[src/rtl/com_pkg.sv]
// ============================================================================
// com_pkg
// Shared definitions for the UART command path: responder state encodings,
// ASCII constants for hex/CR/LF framing, the command bytes already used by
// the command parser, and a helper giving the number of hex digits per word.
// ============================================================================
package com_pkg;

    typedef enum logic [3:0] {
        ST_IDLE    = 4'd0,
        ST_RD_ADDR = 4'd1,
        ST_RD_WAIT = 4'd2,
        ST_LATCH   = 4'd3,
        ST_SEND    = 4'd4,
        ST_WAIT_TX = 4'd5,
        ST_NEXT    = 4'd6,
        ST_SEND_CR = 4'd7,
        ST_SEND_LF = 4'd8
    } state_t;

    localparam logic [7:0] ASCII_SP   = 8'h20;
    localparam logic [7:0] ASCII_CR   = 8'h0D;
    localparam logic [7:0] ASCII_LF   = 8'h0A;
    localparam logic [7:0] ASCII_0    = 8'h30;
    localparam logic [7:0] ASCII_A_LC = 8'h61;

    // Command bytes understood by the command parser
    localparam logic [7:0] CMD_P_LC   = 8'h70;  // 'p'
    localparam logic [7:0] CMD_R_LC   = 8'h72;  // 'r'
    localparam logic [7:0] CMD_P_UC   = 8'h50;  // 'P'

    // Hex digits needed to print a word of the given width
    function automatic int unsigned ndig(input int unsigned width);
        return (width + 32'd3) / 32'd4;
    endfunction

endpackage

[src/rtl/nibble_to_ascii.sv]
// ============================================================================
// nibble_to_ascii
// Combinational 4-bit to lowercase ASCII hex encoder (0-9 -> '0'-'9',
// a-f -> 'a'-'f'), matching the alphabet the command parser accepts.
// Ports:
//   i_nibble  in  4  value to encode
//   o_ascii   out 8  ASCII character
// ============================================================================
module nibble_to_ascii
    import com_pkg::*;
(
    input  logic [3:0] i_nibble,
    output logic [7:0] o_ascii
);

    // Select the digit or letter range and offset into it
    always_comb begin
        if (i_nibble < 4'd10) begin
            o_ascii = ASCII_0 + {4'd0, i_nibble};
        end else begin
            o_ascii = ASCII_A_LC + {4'd0, i_nibble} - 8'd10;
        end
    end

endmodule

[src/rtl/mem_to_com_fsm.sv]
// ============================================================================
// mem_to_com_fsm
// Read-back responder: on a request (start address, word count) it reads
// words from the frame memory and sends each as lowercase hex over the UART
// TX, one byte per DV/Done handshake, words separated by a space, response
// terminated by CR LF.
// Ports:
//   clk, rst         clock, synchronous active-high reset
//   i_enable         clock enable (pulse outputs are never stretched)
//   i_start          request pulse, sampled only in IDLE
//   i_addr, i_len    start address and word count
//   o_addr_rd        memory read address
//   i_mem_data       memory read data, valid READ_LATENCY cycles after address
//   o_TX_DV          one-cycle byte-valid strobe to the UART TX
//   o_TX_Byte        byte to send, stable until the matching i_TX_Done
//   i_TX_Done        one-cycle byte-finished pulse from the UART TX
//   o_busy, o_done   request in progress / one-cycle completion pulse
//   o_state          current state for debug LEDs
// ============================================================================
module mem_to_com_fsm
    import com_pkg::*;
#(
    parameter int ADDR_WIDTH   = 17,
    parameter int DATA_WIDTH   = 12,
    parameter int DEPTH        = 76_800,
    parameter int READ_LATENCY = 1,
    parameter int LEN_WIDTH    = 8
) (
    input  logic                  clk,
    input  logic                  rst,
    input  logic                  i_enable,
    input  logic                  i_start,
    input  logic [ADDR_WIDTH-1:0] i_addr,
    input  logic [LEN_WIDTH-1:0]  i_len,
    output logic [ADDR_WIDTH-1:0] o_addr_rd,
    input  logic [DATA_WIDTH-1:0] i_mem_data,
    output logic                  o_TX_DV,
    output logic [7:0]            o_TX_Byte,
    input  logic                  i_TX_Done,
    output logic                  o_busy,
    output logic                  o_done,
    output logic [3:0]            o_state
);

    localparam int NDIG  = int'(ndig(DATA_WIDTH));
    localparam int SHW   = 4 * NDIG;
    localparam int DIG_W = (NDIG > 1) ? $clog2(NDIG) : 1;

    localparam logic [DIG_W-1:0]      TOP_DIG   = DIG_W'(NDIG - 1);
    localparam logic [DIG_W-1:0]      DIG_ONE   = {{(DIG_W-1){1'b0}}, 1'b1};
    localparam logic [LEN_WIDTH-1:0]  LEN_ZERO  = {LEN_WIDTH{1'b0}};
    localparam logic [LEN_WIDTH-1:0]  LEN_ONE   = {{(LEN_WIDTH-1){1'b0}}, 1'b1};
    localparam logic [ADDR_WIDTH-1:0] ADDR_ZERO = {ADDR_WIDTH{1'b0}};
    localparam logic [ADDR_WIDTH-1:0] ADDR_ONE  = {{(ADDR_WIDTH-1){1'b0}}, 1'b1};
    localparam logic [ADDR_WIDTH-1:0] LAST_ADDR = ADDR_WIDTH'(DEPTH - 1);
    // One extra bit so DEPTH itself is representable in the clamp compare
    localparam logic [ADDR_WIDTH:0]   DEPTH_X   = (ADDR_WIDTH + 1)'(DEPTH);
    localparam logic [1:0]            LAT_LOAD  = 2'(READ_LATENCY);

    state_t                r_state;
    logic [ADDR_WIDTH-1:0] r_addr;
    logic [LEN_WIDTH-1:0]  r_cnt;
    logic [1:0]            r_wait;
    logic [SHW-1:0]        r_shift;
    logic [DIG_W-1:0]      r_dig;
    logic                  r_sp;        // space byte in flight, NEXT follows its Done
    logic                  r_sent;      // CR/LF byte already strobed, now waiting Done
    logic                  r_done_pend; // Done that arrived while disabled
    logic [ADDR_WIDTH-1:0] r_addr_rd;
    logic                  r_tx_dv;
    logic [7:0]            r_tx_byte;
    logic                  r_busy;
    logic                  r_done;

    logic [3:0]            w_nibble;
    logic [7:0]            w_ascii;
    logic                  w_tx_done;

    assign w_nibble  = 4'(r_shift >> {r_dig, 2'b00});
    assign w_tx_done = i_TX_Done | r_done_pend;

    nibble_to_ascii u_enc (
        .i_nibble (w_nibble),
        .o_ascii  (w_ascii)
    );

    // Responder FSM with all counters and registered outputs
    always_ff @(posedge clk) begin
        if (rst) begin
            r_state     <= ST_IDLE;
            r_addr      <= ADDR_ZERO;
            r_cnt       <= LEN_ZERO;
            r_wait      <= 2'd0;
            r_shift     <= {SHW{1'b0}};
            r_dig       <= {DIG_W{1'b0}};
            r_sp        <= 1'b0;
            r_sent      <= 1'b0;
            r_done_pend <= 1'b0;
            r_addr_rd   <= ADDR_ZERO;
            r_tx_dv     <= 1'b0;
            r_tx_byte   <= 8'h00;
            r_busy      <= 1'b0;
            r_done      <= 1'b0;
        end else if (!i_enable) begin
            // Hold everything; drop pulses so they are never stretched and
            // remember a Done so the handshake is not lost.
            r_tx_dv     <= 1'b0;
            r_done      <= 1'b0;
            r_done_pend <= r_done_pend | i_TX_Done;
        end else begin
            r_tx_dv     <= 1'b0;
            r_done      <= 1'b0;
            r_done_pend <= 1'b0;
            case (r_state)
                ST_IDLE: begin
                    if (i_start) begin
                        r_addr <= ({1'b0, i_addr} >= DEPTH_X) ? ADDR_ZERO : i_addr;
                        r_cnt  <= i_len;
                        r_busy <= 1'b1;
                        r_sent <= 1'b0;
                        r_sp   <= 1'b0;
                        r_state <= (i_len != LEN_ZERO) ? ST_RD_ADDR : ST_SEND_CR;
                    end
                end
                ST_RD_ADDR: begin
                    r_addr_rd <= r_addr;
                    r_wait    <= LAT_LOAD;
                    r_state   <= ST_RD_WAIT;
                end
                ST_RD_WAIT: begin
                    r_wait <= r_wait - 2'd1;
                    if (r_wait <= 2'd1) begin
                        r_state <= ST_LATCH;
                    end
                end
                ST_LATCH: begin
                    r_shift <= SHW'(i_mem_data);
                    r_dig   <= TOP_DIG;
                    r_state <= ST_SEND;
                end
                ST_SEND: begin
                    r_tx_byte <= w_ascii;
                    r_tx_dv   <= 1'b1;
                    r_state   <= ST_WAIT_TX;
                end
                ST_WAIT_TX: begin
                    if (w_tx_done) begin
                        if (r_sp) begin
                            r_sp    <= 1'b0;
                            r_state <= ST_NEXT;
                        end else if (r_dig != {DIG_W{1'b0}}) begin
                            r_dig   <= r_dig - DIG_ONE;
                            r_state <= ST_SEND;
                        end else if (r_cnt > LEN_ONE) begin
                            // Separator goes out straight from here; its Done
                            // is awaited in this same state.
                            r_tx_byte <= ASCII_SP;
                            r_tx_dv   <= 1'b1;
                            r_sp      <= 1'b1;
                        end else begin
                            r_sent  <= 1'b0;
                            r_state <= ST_SEND_CR;
                        end
                    end
                end
                ST_NEXT: begin
                    r_addr  <= (r_addr == LAST_ADDR) ? ADDR_ZERO : r_addr + ADDR_ONE;
                    r_cnt   <= r_cnt - LEN_ONE;
                    r_state <= ST_RD_ADDR;
                end
                ST_SEND_CR: begin
                    if (!r_sent) begin
                        r_tx_byte <= ASCII_CR;
                        r_tx_dv   <= 1'b1;
                        r_sent    <= 1'b1;
                    end else if (w_tx_done) begin
                        r_sent  <= 1'b0;
                        r_state <= ST_SEND_LF;
                    end
                end
                ST_SEND_LF: begin
                    if (!r_sent) begin
                        r_tx_byte <= ASCII_LF;
                        r_tx_dv   <= 1'b1;
                        r_sent    <= 1'b1;
                    end else if (w_tx_done) begin
                        r_sent  <= 1'b0;
                        r_done  <= 1'b1;
                        r_busy  <= 1'b0;
                        r_state <= ST_IDLE;
                    end
                end
                default: begin
                    r_busy  <= 1'b0;
                    r_sent  <= 1'b0;
                    r_sp    <= 1'b0;
                    r_state <= ST_IDLE;
                end
            endcase
        end
    end

    assign o_addr_rd = r_addr_rd;
    assign o_TX_DV   = r_tx_dv;
    assign o_TX_Byte = r_tx_byte;
    assign o_busy    = r_busy;
    assign o_done    = r_done;
    assign o_state   = r_state;

endmodule

[config.mk]
export PLATFORM = sky130hd
export DESIGN_NAME = mem_to_com_fsm
export DESIGN_NICKNAME = d
export VERILOG_FILES = /design/src/rtl/com_pkg.sv /design/src/rtl/nibble_to_ascii.sv /design/src/rtl/mem_to_com_fsm.sv
export SDC_FILE = /design/constraint.sdc
export NUM_CORES = 1
export LEC_CHECK = 0
export CAP_MARGIN = 30
export CORE_MARGIN = 2
export CORE_UTILIZATION = 48
export DETAILED_ROUTE_END_ITERATION = 12
export PLACE_DENSITY = 0.75
export SYNTH_ARGS = -nofsm -noshare
export SYNTH_HDL_FRONTEND = slang
export SYNTH_SLANG_ARGS = --single-unit
[constraint.sdc]
create_clock -name clk -period 2.55 [get_ports clk]
set_input_delay 0.51 -clock clk [delete_from_list [all_inputs] [get_ports clk]]
set_output_delay 0.51 -clock clk [all_outputs]
set_load 0.1 [all_outputs]
---- Yosys cells after proc, flatten, opt, wreduce, memory -nomap -nowiden ----
Cells that the tools add are included.
storage, ports and cells
  flip-flop bits (word level) ............. 76
  bits in latches ......................... 0
  memory bits (writable) .................. 0
  ROM bits ................................ 0
  input bits .............................. 42
  output and inout port bits .............. 32
  logic and storage cells ................. 133
  memories kept ........................... 0
operators by class
  add/sub/neg operators ................... 7
  $mul .................................... 0
  div/mod/pow operators ................... 0
  order comparisons ....................... 4
  eq/ne operators ......................... 24
  shift-type cells ........................ 1
  multiplexer cells ....................... 52
  bitwise gates (word level) .............. 7
  reduce and logical (&&, ||, !) cells .... 24
operator list
  cell                                                                  number
  8-bit two-way mux                                                     8
  17-bit two-way mux                                                    3
  4-bit two-way mux                                                     10
  4-bit one-hot mux with 9 select lines                                 1
  17-bit one-hot mux with 2 select lines                                1
  8-bit one-hot mux with 4 select lines                                 1
  2-bit != test, second input constant                                  14
  17-bit by 1-bit adder with 17-bit output, second input constant       1
  17-bit == test, second input constant                                 1
  17-bit greater-or-equal comparator, second input constant             1
  1-bit two-way mux                                                     17
  4-bit by 3-bit == test with 1-bit output, second input constant       4
  8-bit one-hot mux with 2 select lines                                 1
  7-bit OR reduction                                                    2
  12-bit by 4-bit right shift with 4-bit output                         1
  5-bit AND reduction                                                   2
  1-bit one-hot mux with 3 select lines                                 3
  9-bit AND reduction                                                   1
  7-bit by 4-bit adder with 8-bit output, first input constant          1
  4-bit by 2-bit == test with 1-bit output, second input constant       2
  8-bit by 1-bit > comparator with 1-bit output, second input constant  1
  2-bit one-hot mux with 2 select lines                                 2
  8-bit AND reduction                                                   1
  2-bit nonzero test                                                    4
  other kinds (24)                                                      36

---- Longest topological paths before layout ----
  depth after elaboration ................. 6
  mapped depth ............................ 9

---- By module ----
A second synthesis with hierarchy kept.
unflattened totals
  cell total of the unflattened synthesis .. 539
  area, all modules ....................... 4282.9 µm²
by module, submodules not included
  module           instances  cells each  area each (µm²)
  mem_to_com_fsm   1          522         4160.2
  nibble_to_ascii  1          17          122.6

---- Worst setup path before layout ----
No wires, ideal clock.
  path kind ............................... register -> register
  start ................................... reg r_state[2] (netlist: o_state[2])
  end ..................................... reg r_addr[6]
  library setup time ...................... 0.128 ns
  arrival time ............................ 2.434 ns
  setup slack ............................. -0.011 ns
  cell stages (with the launch flop) ...... 9
  buffers on the path ..................... 3
  clock period less this slack ............ 2.561 ns
  path through ............................ dfxtp_1 -> buf_2 -> buf_2 -> nor3b_1 -> o21ai_0 -> clkbuf_1 -> nor4_1 -> a221oi_1 -> nor2_1
on the way
  word-level cells in the longest chain between the ends .. 3
  elaborated cells between the ends (all ways) .. 6
ends and longest elaborated chain
  item                                                                                  line                   source
  start, declared                                                                       mem_to_com_fsm.sv:60   state_t r_state;
  start signal, assigned                                                                mem_to_com_fsm.sv:122  r_state <= (i_len != LEN_ZERO) ? ST_RD_ADDR : ST_SEND_CR;
  4-bit by 3-bit == test with 1-bit output / 4-bit logical NOT (equally long branches)  mem_to_com_fsm.sv:114  case (r_state)
  2-bit nonzero test (no line) / 2-bit != test (equally long branches)                  n/a
  3-bit AND reduction (no line)                                                         n/a
  end signal, assigned                                                                  mem_to_com_fsm.sv:117  r_addr <= ({1'b0, i_addr} >= DEPTH_X) ? ADDR_ZERO : i_addr;
  end signal, assigned                                                                  mem_to_com_fsm.sv:167  r_addr <= (r_addr == LAST_ADDR) ? ADDR_ZERO : r_addr + ADDR_ONE;
  end, declared                                                                         mem_to_com_fsm.sv:61   logic [ADDR_WIDTH-1:0] r_addr;
Parallel ways exist; a longest one is shown, timed or not.
A chain may end at the register's enable or synchronous reset.

---- Worst setup path in the final report ----
  start ................................... reg r_addr[0]
  end ..................................... reg r_addr[6]
on the way
  word-level cells in the longest chain between the ends .. 3
  elaborated cells between the ends (all ways) .. 4
ends and longest elaborated chain
  item                                                                               line
  17-bit by 1-bit adder with 17-bit output / 17-bit == test (equally long branches)  mem_to_com_fsm.sv:167
  17-bit two-way mux (*)                                                             mem_to_com_fsm.sv:167
  17-bit one-hot mux with 2 select lines (*)                                         mem_to_com_fsm.sv:114
Mark *: on every way between the ends. The rest lies on a longest branch, timed or not.

==> impl_metrics.csv <==
group,metric,value,unit
power,finalPower,2.52,mW
place,place.gp.congestion,0.930,
floorplan,ios,74,
clock_tree,postCtsHoldBufs,0,
clock_tree,cts_made_buffers,9,
yosys,synth_xor_area_share,1.32,%
yosys,synth-async-reset-ratio,0,%
routing,via_per_inst,5.73,
grt,track_usage,22.1,%
final_layout,n_antenna_cell,0,
yosys,synth_area_leaders,"dfxtp_1 38%, mux2i_1 11%, nor2_1 7.2%",
yosys,synth_fa_ha_area_share,1.88,%
setup_path,reg2reg_depth,8,
floorplan,num_rows,33,
setup_path,crit_type,"reg -> reg",
place,dp_hpwl,6970,um
yosys,synth_top_family_by_area,"simple AND/OR/NAND/NOR gates",
routing,ant_nets,0,
worst_hold_path,min_delay_path_depth,2,
place,place_ws,0.163,ns
yosys,syn_inst,491,
power,clockPowerShare,34.6,%
yosys,synth.top_cell.area_share,37.6,%
routing,first_pass_iters,4,
clock_tree,cts_root_buf,"clkbuf_8",
yosys,synth-simple-area-share,26.3,%
yosys,ys_seq_elements,75,
yosys,synth_edf_count,0,
grt,grt_max_degree,77,
floorplan,die_w,95.2,um
final_layout,syn_to_final_growth,23.8,%
clock_tree,cts_resized,0,
timing,relSlewSlack,45.3,%
run_status,status,"completed",
grt,overflow,0,
grt,antenna_found_initial,0,
routing,wirelength,9830,um
timing,whs,0.463,ns
final_layout,stdcell_area,4950,um2
power,internal-power,1.78,mW
setup_path,critPathLaunchType,"flip-flop",
timing,rsz0062_at_grt,"false",
grt,grt_pass1_wl,16100,um
setup_path,crit_fanout,6,
final_layout,fillCellCount,721,
setup_path,endpoint_kind,"flip-flop",
final_layout,nNetsFinal,604,
power,p_leak,1.79,nW
power,pwr-share-comb,16.1,%
power,power_frac_seq,49.3,%
routing,route.vias.total,3814,
worst_hold_path,hp-class,"reg -> reg",
yosys,synth_ff_type,"dfxtp_1",
yosys,yosysWarnings,0,
yosys,syn_area_per_cell,8.13,um2
yosys,syn-num-nets,539,
timing,min_period,2.28,ns
job,drv_cap,0,
place,portBuffers,72,
power,vdd_ir_drop_max,0.000229,V
clock_tree,cts_setup_buffers,0,
timing,fin_crit_sh,89.5,%
power,power.density,510,nW/um2
setup_path,crit_required,2.78,ns
clock_tree,clkLatencyLatePin,0.35,ns
yosys,yosysSeqAreaShare,37.6,%
timing,setup_ws,0.267,ns
yosys,synth.area.mux_share,10.5,%
timing,finalSetupTns,0,ns
timing,finClkSkew,0.00587,ns
floorplan,dieArea,9070,um2
clock_tree,cts_sinks,75,
grt,grt_pass1_vias,3545,
routing,drc,0,
place,dp.cells,650,
timing,slew_viol_final,0,
timing,tightestPinTransition,0.818,ns
place,place_area,4760,um2
yosys,synth_compound_area_share,17.4,%
clock_tree,cts_max_level,3,
yosys,synth_top_cell_by_area,"dfxtp_1",
final_layout,final_util,60.8,%
routing,drt_iter0_markers,154,
power,p_switching,738,uW
floorplan,fp.coreArea,8130,um2
timing,setup_viol,0,
floorplan,start_util,49.1,%
yosys,synth_area,3990,um2
power,swShare,29.3,%
final_layout,stdcell_count,666,
clock_tree,path_clk_slew,0.08,ns
routing,post_drt_wl_per_cell,14.8,um
clock_tree,cts_tree,"built",
setup_path,crit_arrival,2.51,ns
final_layout,drive_gt1_share,14.3,%
timing,fmax,438,MHz
floorplan,die_y,95.2,um
yosys,synth_cell_type_count,59,
clock_tree,cts_max_path_buffers,2,
timing,hold_viol,0,
[cell usage in the layout, fill, tap and decap left out, types with 8 or more instances in the layout]
| cell type | Yosys | layout |
|---|---|---|
| nor2_1 | 77 | 77 |
| a22oi_1 | 10 | 10 |
| dfxtp_1 | 75 | 74 |
| clkbuf_8 | 0 | 11 |
| nand4_1 | 8 | 8 |
| o21ai_0 | 23 | 22 |
| mux2i_1 | 42 | 42 |
| inv_1 | 12 | 12 |
| buf_4 | 2 | 47 |
| nand2_1 | 35 | 35 |
| clkdlybuf4s50_1 | 0 | 40 |
| nand3_1 | 8 | 8 |
| nor3_1 | 19 | 19 |
| nor4_1 | 11 | 11 |
| a21oi_1 | 36 | 36 |
[cell families after synthesis]
kind of cell | after synthesis
xor+xnor | 6
other cells | 1
flops | 75
simple gates | 204
mux | 42
fa+ha+maj | 6
buf+inv | 47
compound gates | 110
[power by group through the flow]
stage	Sequential [mW]	Clock, mW	Combinational (mW)
global route	1.25	0.940	0.441
floorplan	1.31	0	0.219
global placement	1.27	0	0.399
detailed placement	1.27	0	0.404
finish	1.24	0.873	0.406
CTS	1.24	0.897	0.405
[registers in the layout, indices dropped and copies added, names as in the netlist, 2 cells and up]
signal / flops
o_addr_rd: 17
r_wait: 2
o_state: 4
r_dig: 2
r_shift: 12
r_cnt: 8
r_addr: 17
o_TX_Byte: 7
[metal layers]
layer | GRT usage [%] | vias up | part of all wire [%]
met1 | 28.5 | 1783 | 46
met5 | 0 | - | 0
li1 | - | 1895 | -
met2 | 36.3 | 122 | 47
met4 | 8.21 | 0 | 1.4
met3 | 4.74 | 14 | 5.3
[area by class of cell]
type	count	area [um2]	share of cell area, %
clock buffers	11	151	3.06
clock inverters	5	36.3	0.734
inverters	12	45.0	0.911
multi-input cells	369	2300	46.5
flip-flops and latches	75	1500	30.4
well taps	105	131	2.66
repair buffers	89	778	15.7
[synth_stat cells, types with 3 or more instances]
master    instances
nor2_1           77
dfxtp_1          75
mux2i_1          42
a21oi_1          36
nand2_1          35
clkbuf_1         24
o21ai_0          23
nor3_1           19
inv_1            12
nor4_1           11
a22oi_1          10
buf_2             9
nand3_1           8
nand4_1           8
a221oi_1          7
a31oi_1           7
nor2b_1           7
ha_1              6
or3_1             5
nand3b_1          4
nand4b_1          4
or2_2             4
xor2_1            4
and2_1            3
o21bai_1          3
o22ai_1           3
[worst max-delay path, stage by stage (launching register included)]
cell and delay, ns:
dfxtp_1 0.44, ha_1 0.22, nand3_1 0.18, or3_1 0.47
o21ai_1 0.29, buf_4 0.21, nor4_1 0.05, a221oi_1 0.24
nor2_1 0.07
[final timing paths]
check	start	endpoint	slack, ns
worst min-delay path	o_TX_Byte[4]	o_TX_Byte[4]	0.46
worst min register to register	o_TX_Byte[4]	o_TX_Byte[4]	0.46
worst max register to register	r_addr[0]	r_addr[6]	0.27
worst max-delay path	r_addr[0]	r_addr[6]	0.27
No activity file was read; power rests on OpenSTA's default activity.
